File: config.mk
export PLATFORM = sky130hd
export DESIGN_NAME = present_inv_sbox_keyadd_serial
export DESIGN_NICKNAME = d
export VERILOG_FILES = /design/src/rtl/present_inv_sbox_keyadd_serial.sv
export SDC_FILE = /design/constraint.sdc
export NUM_CORES = 1
export LEC_CHECK = 0
export ABC_AREA = 0
export CAP_MARGIN = 10
export CORE_MARGIN = 1.5
export CORE_UTILIZATION = 47
export CTS_CLUSTER_DIAMETER = 80
export DETAILED_ROUTE_END_ITERATION = 10
export PLACE_DENSITY = 0.85
export REMOVE_ABC_BUFFERS = 1
export SLEW_MARGIN = 20
export SYNTH_ARGS = -nofsm -noshare
export SYNTH_HDL_FRONTEND = slang
export SYNTH_SLANG_ARGS = --single-unit
File: constraint.sdc
create_clock -name clock -period 3.28 [get_ports clock]
set_input_delay 0.492 -clock clock [delete_from_list [all_inputs] [get_ports clock]]
set_output_delay 0.492 -clock clock [all_outputs]
set_load 0.05 [all_outputs]
File: src/rtl/present_inv_sbox_keyadd_serial.sv
// PRESENT inverse S-box + key-add datapath, nibble-serial: out = S^-1(in ^ key) per nibble.
// Latency: NIBBLES+1 clocks from input accept to io_out_valid; throughput one word per NIBBLES+2 cycles.
// Backpressure: single word in flight; io_in_ready low in RUN/DONE, DONE holds result until io_out_ready.
// Optional feature macro: FAULT_DETECT_EN (duplicated inverse S-box with sticky io_fault flag).
module present_inv_sbox_keyadd_serial #(
  parameter int NIBBLES = 16
) (
  input  logic                   clock,
  input  logic                   reset,
  input  logic                   io_in_valid,
  output logic                   io_in_ready,
  input  logic [4*NIBBLES-1:0]   io_in_data,
  input  logic [4*NIBBLES-1:0]   io_in_key,
  output logic                   io_out_valid,
  input  logic                   io_out_ready,
  output logic [4*NIBBLES-1:0]   io_out_data
`ifdef FAULT_DETECT_EN
  ,
  output logic                   io_fault
`endif
);

  localparam int W  = 4 * NIBBLES;
  localparam int CW = (NIBBLES > 1) ? $clog2(NIBBLES) : 1;
  localparam logic [CW-1:0] LAST_CNT = CW'(NIBBLES - 1);

  typedef enum logic [1:0] {
    S_IDLE = 2'd0,
    S_RUN  = 2'd1,
    S_DONE = 2'd2
  } state_t;

  state_t          r_state;
  state_t          w_state_nxt;
  logic [CW-1:0]   r_cnt;
  logic [W-1:0]    r_data;
  logic [W-1:0]    r_key;
  logic [W-1:0]    r_out;
  logic            r_live;

  logic            w_accept;
  logic            w_last;
  logic [3:0]      w_data_nib;
  logic [3:0]      w_key_nib;
  logic [3:0]      w_xor_main;
  logic [3:0]      w_sbox_main;
  logic [3:0]      w_wr_nib;

  // PRESENT inverse S-box lookup
  function automatic logic [3:0] inv_sbox(input logic [3:0] x);
    logic [3:0] y;
    case (x)
      4'h0: y = 4'h5;
      4'h1: y = 4'hE;
      4'h2: y = 4'hF;
      4'h3: y = 4'h8;
      4'h4: y = 4'hC;
      4'h5: y = 4'h1;
      4'h6: y = 4'h2;
      4'h7: y = 4'hD;
      4'h8: y = 4'hB;
      4'h9: y = 4'h4;
      4'hA: y = 4'h6;
      4'hB: y = 4'h3;
      4'hC: y = 4'h0;
      4'hD: y = 4'h7;
      4'hE: y = 4'h9;
      default: y = 4'hA;
    endcase
    return y;
  endfunction

  assign w_accept = io_in_valid && io_in_ready;
  assign w_last   = (r_cnt == LAST_CNT);

  // Select the operand nibbles addressed by the serial counter
  always_comb begin
    w_data_nib = '0;
    w_key_nib  = '0;
    for (int i = 0; i < NIBBLES; i++) begin
      if (r_cnt == CW'(i)) begin
        w_data_nib = r_data[4*i +: 4];
        w_key_nib  = r_key[4*i +: 4];
      end
    end
  end

  assign w_xor_main  = w_data_nib ^ w_key_nib;
  assign w_sbox_main = inv_sbox(w_xor_main);

`ifdef FAULT_DETECT_EN
  logic [3:0] w_xor_dup;
  logic [3:0] w_sbox_dup;
  logic       w_mismatch;
  logic       r_fault;

  // Duplicate path recomputes the key-add from the latched operands so a
  // glitch in either XOR or either S-box shows up as a disagreement.
  assign w_xor_dup  = w_data_nib ^ w_key_nib;
  assign w_sbox_dup = inv_sbox(w_xor_dup);
  assign w_mismatch = (r_state == S_RUN) && (w_sbox_main != w_sbox_dup);
  assign w_wr_nib   = w_mismatch ? 4'h0 : w_sbox_main;

  // Sticky fault flag, cleared only by reset
  always_ff @(posedge clock or negedge reset) begin
    if (!reset) begin
      r_fault <= 1'b0;
    end else if (w_mismatch) begin
      r_fault <= 1'b1;
    end
  end

  assign io_fault = r_fault;
`else
  assign w_wr_nib = w_sbox_main;
`endif

  // FSM state register
  always_ff @(posedge clock or negedge reset) begin
    if (!reset) begin
      r_state <= S_IDLE;
    end else begin
      r_state <= w_state_nxt;
    end
  end

  // FSM next-state logic
  always_comb begin
    w_state_nxt = r_state;
    case (r_state)
      S_IDLE:  if (w_accept)     w_state_nxt = S_RUN;
      S_RUN:   if (w_last)       w_state_nxt = S_DONE;
      S_DONE:  if (io_out_ready) w_state_nxt = S_IDLE;
      default:                   w_state_nxt = S_IDLE;
    endcase
  end

  // FSM outputs; ready is held off until the first clock after reset release
  always_comb begin
    io_in_ready  = r_live && (r_state == S_IDLE);
    io_out_valid = (r_state == S_DONE);
    io_out_data  = r_out;
  end

  // Marks that at least one clock edge has passed since reset was released
  always_ff @(posedge clock or negedge reset) begin
    if (!reset) begin
      r_live <= 1'b0;
    end else begin
      r_live <= 1'b1;
    end
  end

  // Operand capture on accept, serial nibble write-back and counter in RUN
  always_ff @(posedge clock or negedge reset) begin
    if (!reset) begin
      r_cnt  <= '0;
      r_data <= '0;
      r_key  <= '0;
      r_out  <= '0;
    end else begin
      if (r_state == S_IDLE && w_accept) begin
        r_data <= io_in_data;
        r_key  <= io_in_key;
        r_cnt  <= '0;
      end else if (r_state == S_RUN) begin
        for (int i = 0; i < NIBBLES; i++) begin
          if (r_cnt == CW'(i)) begin
            r_out[4*i +: 4] <= w_wr_nib;
          end
        end
        if (!w_last) begin
          r_cnt <= r_cnt + CW'(1);
        end
      end
    end
  end

endmodule

== Word-level counts from Yosys, hierarchy flattened ==
Memory sizes are Yosys's and may differ from the RTL's.
Cells that the tools add are included.

* Register bits: 199
* Memory bits (read-only): 64
* Logic and storage cells: 109
* Output and inout bits: 66
* Memories kept: 1

* Equal/unequal tests: 21
* Multiplexer cells: 39
* Bitwise operators: 2
* Add/sub/neg operators: 1
* Reductions and logical operators: 24

{| class="wikitable"
|+ Memories
! name !! words !! width !! rd ports !! clocked after memory_dff !! wr ports !! line !! source
|-
| (name not given) || 16 || 4 || 1 || 0 || 0 || 52 || <nowiki>case (x)</nowiki>
|}

{| class="wikitable"
|+ Operators with widths
! cell !! number
|-
| 2-to-1 mux 4 bit || 35
|-
| AND reduction 3 bit || 17
|-
| equality test 4 bit (second input constant) || 8
|-
| equality test 4 x 3 -> 1 bit (second input constant) || 4
|-
| equality test 4 x 2 -> 1 bit (second input constant) || 2
|-
| 2-to-1 mux 2 bit || 3
|-
| one-hot mux 2 bit (3 select lines) || 1
|-
| adder 4 x 1 -> 4 bit (second input constant) || 1
|-
| equality test 4 x 1 -> 1 bit (second input constant) || 1
|-
| zero test 4 bit || 1
|-
| inequality test 2 x 1 -> 1 bit (second input constant) || 2
|-
| inequality test 2 bit (second input constant) || 2
|-
| bitwise XOR 4 bit || 1
|-
| logical AND 1 bit || 3
|-
| equality test 2 x 1 -> 1 bit (second input constant) || 1
|-
| equality test 2 bit (second input constant) || 1
|-
| zero test 2 bit || 1
|-
| AND reduction 2 bit || 1
|-
| nonzero test 2 bit || 1
|-
| NOT 1 bit || 1
|}

== Logic depth before layout (Yosys ltp) ==
Gate-level depths: netlist (run 1).
An unclocked memory read counts as a cell.

* Word-level depth: 19
* Mapped depth: 18
* Mapped depth without buffers: 14

== Worst setup path after synthesis (run 1) ==
Ideal clock, no wire load.

* Path kind: register to register
* From: reg r_cnt[1]
* To: reg r_out[14], in the netlist io_out_data[14]
* Cell stages (with the launch flop): 16
* Buffers on the path: 4
* Arrival time: 3286 ps
* Required time: 3156 ps
* Slack: -130 ps
* Period minus slack after synthesis: 3410 ps
* Library setup time: 124 ps
* Cells stage by stage: dfrtp_1 > inv_1 > ha_1 > buf_6 > buf_6 > o41a_1 > o211a_1 > a211oi_2 > o21ai_1 > o221a_2 > buf_6 > inv_4 > ha_1 > a2111oi_4 > buf_6 > o31ai_2

* Longest elaborated chain between the ends: 19
* Elaborated cells between the ends (all ways): 51

{| class="wikitable"
|+ Ends and longest elaborated chain
! item !! line !! source
|-
| start: declaration || 35 || <nowiki>logic [CW-1:0] r_cnt;</nowiki>
|-
| start signal: assignment || 173 || <nowiki>r_cnt <= r_cnt + CW'(1);</nowiki>
|-
| zero test 4 bit || 81 || <nowiki>if (r_cnt == CW'(i)) begin</nowiki>
|-
| 2-to-1 mux 4 bit (16 in series) || 81 ||
|-
| bitwise XOR 4 bit || 88 || <nowiki>assign w_xor_main = w_data_nib ^ w_key_nib;</nowiki>
|-
| memory read (16 x 4 bit) || n/a ||
|-
| end signal: indexed assignment || 169 || <nowiki>r_out[4*i +: 4] <= w_wr_nib;</nowiki>
|-
| end: declaration || 38 || <nowiki>logic [W-1:0] r_out;</nowiki>
|}

Parallel ways exist; a longest one is shown, timed or not.
A chain may end at the register's enable or synchronous reset.

== Worst setup path after layout (run 1) ==
* From: reg r_cnt[1]
* To: reg r_out[8], in the netlist io_out_data[8]

The elaborated chain is that of the path after synthesis.

==> key figures, run 1 <==
Timing
  – Relative slew slack: 0.591
  – Final setup vio count: 64
  – Final Slew Violations: 0
  – Setup ws final: -191 ps
  – Worst Skew: 9.55 ps
  – Final min period: between 3000 and 4000 ps
  – Fin crit share: 1.06
  – Worst slew pin tran: 609 ps
  – RSZ-0062 raised after global routing: true
  – F_max: 288 MHz
  – Sum of negative setup slack: -7640 ps
  – Hold Vio Cnt, Final: 0

Routing
  – Post-route ant nets: 0
  – Iter 0 DRT Violations: 878
  – Detailed Routing Iterations Pass 1: 6
  – Number of remaining DRC errors: 0
  – Post-DR vias/cell: around 6.2
  – Via Count: 9,032
  – Wirelength per Cell: 22.7 µm
  – WL final: 33,000 µm

Synthesis
  – Post-Synthesis Cells: a little under 900
  – Synth async-reset ratio: 1.00
  – Distinct cells, synth: 90
  – Sequential area share after synthesis: 0.500
  – YS warnings: 0
  – Post-synth EDFFs: 0
  – Area leader, netlist: dfrtp_1
  – Top-count cell post-synth: dfrtp_1
  – List of most frequent post-synthesis cells: dfrtp_1, mux2_2, nand2_1
  – Synth area leaders: dfrtp_1, mux2_2, nand2_1
  – Synth Flop Type: dfrtp_1
  – Seq cells post-synth: 199
  – Synth top area share: 0.500
  – Syn Std Cell Area: 9970 µm²
  – Mapped Avg Cell Area: 11.4 µm²

Floorplan
  – Core area: approximately 21,000 µm²
  – Initial core utilization: 0.477
  – Chip width: 149 µm
  – Die area: 22,100 µm²
  – Die H: 149 µm
  – Row Count: between 50 and 60
  – I/O pins: 198

Worst setup path
  – Crit end category: flop
  – Required @ worst endpoint: 3590 ps
  – Setup Crit Path Kind: flop to flop
  – Crit path to: io_out_data[8]$_DFFE_PN0P_
  – Worst path most repeated cell: buf_12
  – FF-to-FF End: io_out_data[8]$_DFFE_PN0P_
  – Crit path cell chain: inv_4, ha_4, buf_12, buf_4, nor2b_1, o2111a_1, o31a_1, a31oi_4, a21oi_2, mux2_4, buf_6, o21ai_4, a21oi_4, buf_12, o32a_1
  – Setup crit start kind: flop
  – Reg2reg setup slack: -190 ps
  – Worst path slowest cell: dfrtp_2
  – Total stage count of the critical path: 15
  – Crit path max fanout: 16
  – Crit Reg-Reg Startpoint: r_cnt[1]$_DFFE_PN0P_
  – Crit. Startpoint: r_cnt[1]$_DFFE_PN0P_
  – CP top delay family: compound AO/OA/AOI/OAI gates
  – FF-to-FF path depth: 15
  – Worst EP arrival: between 3000 and 4000 ps
  – Bufs and invs on worst path: 5
  – CP max stage delay: roughly 460 ps

CTS
  – H-tree Lvls: 4
  – Clock Path Buffers: 2
  – CTS tree: built
  – Reg clk slew, reported paths: 70 ps
  – Skew-Pair Late Insertion Delay: 450 ps
  – Root buf cell: clkbuf_16
  – Clock sink count: 199
  – CTS hold repair buffers: 0
  – TritonCTS Buffers: 17

Finish
  – Area Growth Syn to Fin: 45.7%
  – Post-Layout Cell Count: between 1,000 and 1,500
  – Layout cells sized above 1: 0.345
  – Antenna cell count: 0
  – Fillers: 1,390
  – Final Net Count: 1,308

Placed design
  – Port buffer count: 197
  – Post-place setup slack: -454 ps
  – RD Place Congestion: approximately 0.91
  – Dpl hpwl: roughly 22,000 µm
  – DP Cell Count: between 1,000 and 1,500

Global route
  – Vias in the first global route: 8,940
  – Antenna violations before repair: 0
  – First-pass GRT wire length: around 49,000 µm
  – Largest net degree at the start of global routing: 87
  – Total GRT Usage: 0.287
  – Congestion Overflow GR: 0

Flow run
  – Max Cap Violations: 0

Status
  – Status: complete, but fails checks
  – Failing checks: setup timing

Worst hold path
  – HP Class: primary input to async pin
[cell usage in the layout (no fill, tap or decap), types with 4 or more instances in the layout]
master	n
dfrtp_1	197
clkdlybuf4s50_1	196
mux2_2	122
buf_4	99
nand2_1	81
nor2_1	35
nand3_1	29
a21oi_1	22
clkbuf_16	21
buf_6	21
o21ai_0	20
o32a_1	18
o31ai_4	18
o21ai_1	17
a32oi_1	15
buf_12	13
inv_1	12
o31ai_2	12
nor2b_1	10
nand2b_1	10
and3_1	9
nand3b_1	8
o211ai_1	8
nor3_1	8
o22ai_1	7
o221ai_1	7
nand4_1	7
nand3_2	6
a221oi_2	6
o21ai_2	5
ha_4	5
clkbuf_8	5
buf_8	5
nor2_2	4
inv_4	4
o31ai_1	4
clkinv_4	4
[cell type report]
type / count / area, µm² / share of cell area
tap: 275 / 344 / 0.0237
timing repair buffer: 339 / 3390 / 0.234
clock inverter: 10 / 119 / 0.00819
inverter: 19 / 81.3 / 0.00560
sequential: 199 / 4980 / 0.343
multi-input combinational: 594 / 5120 / 0.352
clock buffer: 22 / 484 / 0.0334
[worst min path at each step]
stage,end,depth (start not counted),startpoint
after floorplan,io_out_data[0]$_DFFE_PN0P_,0,reset
after global placement,io_out_data[45]$_DFFE_PN0P_,2,io_out_data[45]$_DFFE_PN0P_
after detailed placement,io_out_data[58]$_DFFE_PN0P_,2,io_out_data[58]$_DFFE_PN0P_
after CTS,io_out_data[49]$_DFFE_PN0P_,1,reset
after global routing,r_key[43]$_DFFE_PN0P_,1,reset
final,r_key[39]$_DFFE_PN0P_,1,reset
[stage by stage]
stage               hold WS, ps  area [µm²]   util
floorplan                   196        9560      -
global placement            461       12800  0.613
detailed placement          471       12800  0.613
CTS                        80.3       14000  0.668
global route                116       14500  0.695
finish                     71.7       14500  0.695
[sequential cells by signal, summed over array words and instances (netlist names)]
| name | cells |
|---|---|
| io_out_data | 64 |
| r_data | 64 |
| r_key | 64 |
| r_cnt | 4 |
| r_state | 2 |
| r_live | 1 |
[what timing repair did]
| action | 4_1_cts | 5_1_grt |
|---|---|---|
| resized for setup | 58 | 103 |
| pin swaps | 7 | 44 |
| setup endpoints to repair | 64 | 64 |
| gates cloned | 3 | 4 |
| buffers inserted | 21 | 14 |
[metal layers]
layer  vias to the layer above  global-route usage  part of all wire
met4                         0               0.122             0.044
li1                       3858                   -                 -
met5                         -                   0                 0
met3                       134              0.0595             0.082
met2                       582               0.472              0.49
met1                      4458               0.370              0.38
[cells by family after synthesis]
| kind of cell | count (synthesis) | synth area share |
|---|---|---|
| simple gates | 236 | 0.119 |
| compound gates | 223 | 0.182 |
| flops | 199 | 0.500 |
| mux | 125 | 0.141 |
| buf+inv | 85 | 0.0480 |
| fa+ha+maj | 6 | 0.00753 |
| xor+xnor | 3 | 0.00264 |
| other cells | 1 | 0.000376 |
Power of run 1 is not shown: default switching activity piles up to over one toggle a cycle in this logic, so the estimate is an artifact.
==> run 2, diff against run 1 <==
- CORE_MARGIN: 1.5 -> 1
- HOLD_SLACK_MARGIN: unset -> 0.15
- MAX_ROUTING_LAYER: unset -> met4
==> run 2 against run 1 <==
Clock skew up 6.7 ps. Largest cell class unchanged. Critical path type unchanged. First-iteration DRC count down 17%. Via count grew 0.97%. The flow still finishes with violations (setup timing). Wire length increased by 3.4%. Global-route usage is 1.5 points higher. Sequential cell count is the same.
==> key figures, run 2 (synthesis results as in run 1) <==
Floorplan
  – Row Count: 52 (-1.9%)
  – Chip width: 148 µm (-0.67%)
  – I/O pins: 198 (unchanged)
  – Core area: 20,500 µm² (-1.9%)
  – Die area: 21,800 µm² (-1.3%)
  – Initial core utilization: 0.486 (+0.00917)
  – Die H: 148 µm (-0.67%)

Worst setup path
  – Bufs and invs on worst path: 6 (+1)
  – Worst path slowest cell: dfrtp_1
  – Crit path cell chain: inv_2, ha_4, buf_12, buf_12, nor3b_4, o311ai_4, buf_4, and3_4, o31ai_4, a22oi_2, mux2_4, buf_4, o31ai_4, clkbuf_16, nand3_1, o21ai_1
  – Setup Crit Path Kind: flop to flop
  – Setup crit start kind: flop
  – Crit path max fanout: 8 (-8)
  – Total stage count of the critical path: 16 (+1)
  – Required @ worst endpoint: 3600 ps (about the same)
  – CP max stage delay: 440 ps (-20 ps)
  – FF-to-FF path depth: 16 (+1)
  – Worst EP arrival: 3940 ps (+160 ps)
  – CP top delay family: compound AO/OA/AOI/OAI gates
  – Crit end category: flop

Timing
  – Final Slew Violations: 0 (unchanged)
  – Final setup vio count: 64 (unchanged)
  – F_max: 276 MHz (-4.1%)
  – Hold Vio Cnt, Final: 0 (unchanged)
  – Final min period: 3620 ps (+147 ps)
  – RSZ-0062 raised after global routing: true
  – Sum of negative setup slack: -11,950 ps (-4310 ps)
  – Worst Skew: 16.2 ps (+6.68 ps)
  – Setup ws final: -339 ps (-147 ps)
  – Fin crit share: 1.10 (+0.0449)
  – Relative slew slack: 0.601 (+0.00967)
  – Worst slew pin tran: 597 ps (-12.0 ps)

Routing
  – Top Metal Used: met4
  – Iter 0 DRT Violations: 729 (-17%)
  – Wirelength per Cell: 23.6 µm (+4.3%)
  – Via Count: 9,120 (+0.97%)
  – Number of remaining DRC errors: 0 (unchanged)
  – WL final: 34,200 µm (+3.4%)
  – Routed wl met2: 16,700 µm (+2.6%)
  – Post-route ant nets: 0 (unchanged)
  – Post-DR vias/cell: 6.31 (+1.9%)
  – WL met3: 3080 µm (+14%)
  – Detailed Routing Iterations Pass 1: 6 (unchanged)
  – WL met1: 12,900 µm (+2.3%)

CTS
  – Clock sink count: 199 (unchanged)
  – TritonCTS Buffers: 17 (unchanged)
  – CTS tree: built
  – Root buf cell: clkbuf_16
  – Clock Path Buffers: 2 (unchanged)
  – Skew-Pair Late Insertion Delay: 440 ps (about the same)
  – Reg clk slew, reported paths: 80 ps (about the same)
  – H-tree Lvls: 4 (unchanged)

Global route
  – Largest net degree at the start of global routing: 75 (-14%)
  – Vias in the first global route: 8,802 (-1.5%)
  – First-pass GRT wire length: 49,000 µm (+0.14%)
  – Antenna violations before repair: 0 (unchanged)
  – Congestion Overflow GR: 0 (unchanged)
  – Total GRT Usage: 0.302 (+0.0147)

Finish
  – Fillers: 1,374 (-1.2%)
  – Sequential standard cell area: 4980 µm² (about the same)
  – Multi-input logic area: 5300 µm² (+3.5%)
  – Area Growth Syn to Fin: 48.0%
  – Final Net Count: 1,300 (-0.61%)
  – Most frequent cells in the layout: dfrtp_1, clkdlybuf4s50_1, mux2_2, buf_4, nand2_1
  – Layout cells sized above 1: 0.340 (-0.00531)
  – Most common cell after layout, fill and taps aside: dfrtp_1
  – Antenna cell count: 0 (unchanged)

Placed design
  – Port buffer count: 197 (unchanged)
  – RD Place Congestion: 0.935 (+3.1%)
  – Dpl hpwl: 21,700 µm (+0.23%)

Status
  – Failing checks: setup timing
  – Status: complete, but fails checks

Worst hold path
  – Worst hold path stage count: 2
  – HP Class: flop to flop

Flow run
  – Max Cap Violations: 0 (unchanged)
==> run 2: cell count changes in the layout (fill, tap and decap cells not counted), moves of 4 or more <==
| cell | before | now |
|---|---|---|
| buf_8 | 5 | 0 |
| o31ai_2 | 12 | 4 |
| o31ai_1 | 4 | 0 |
| o31ai_4 | 18 | 30 |
| buf_4 | 99 | 87 |
| buf_12 | 13 | 19 |
| a32oi_1 | 15 | 11 |
| a32oi_2 | 1 | 5 |
| nand3_1 | 29 | 33 |
==> run 2: worst min-delay path, cell delays in order, from the launching register on <==
cell,delay (ps)
dfrtp_1,350
nand2_1,60
o31ai_2,50
==> run 2: layer usage <==
metal  track usage  up-vias
li1              -     3849
met1         0.388     4513
met2         0.482      608
met3        0.0583      150
met4        0.0990        0
met5             -        -
==> run 2: repair_timing <==
action | in CTS | in global routing
buffers inserted | 11 | 10
hold buffers | 1 | 0
setup endpoints to repair | 64 | 64
pin swaps | 14 | 69
gates resized for setup | 61 | 109
gates cloned | 4 | 5
endpoints found under the hold margin | 57 | 0
==> run 2: through the flow <==
stage | hold slack [ps] | util | cells | cell area, µm² | setup slack (ps)
after floorplan | 196 | - | 812 | 9560 | -2110
after global placement | 461 | 0.628 | 1385 | 12900 | -405
after detailed placement | 469 | 0.628 | 1385 | 12900 | -570
after CTS | 490 | 0.682 | 1432 | 14000 | -128
after global routing | 502 | 0.720 | 1445 | 14800 | -407
final | 494 | 0.720 | 1445 | 14800 | -339
==> run 2: cell type report <==
| type | count | area share |
|---|---|---|
| clock inverters | 10 | 0.0113 |
| clock buffers | 22 | 0.0315 |
| multi-input cells | 595 | 0.359 |
| flip-flops and latches | 199 | 0.338 |
| inverters | 19 | 0.00577 |
| repair buffers | 330 | 0.232 |
| well taps | 270 | 0.0229 |
==> run 2: final timing paths <==
path	end	from	slack [ps]
max	io_out_data[19]$_DFFE_PN0P_	r_cnt[0]$_DFFE_PN0P_	-340
min	io_out_data[2]$_DFFE_PN0P_	io_out_data[2]$_DFFE_PN0P_	490
max reg2reg	io_out_data[19]$_DFFE_PN0P_	r_cnt[0]$_DFFE_PN0P_	-340
min reg2reg	io_out_data[2]$_DFFE_PN0P_	io_out_data[2]$_DFFE_PN0P_	490
max in group asynchronous	r_data[55]$_DFFE_PN0P_	reset	1900
min in group asynchronous	r_key[37]$_DFFE_PN0P_	reset	600
Power of run 2 is left out for the same reason.
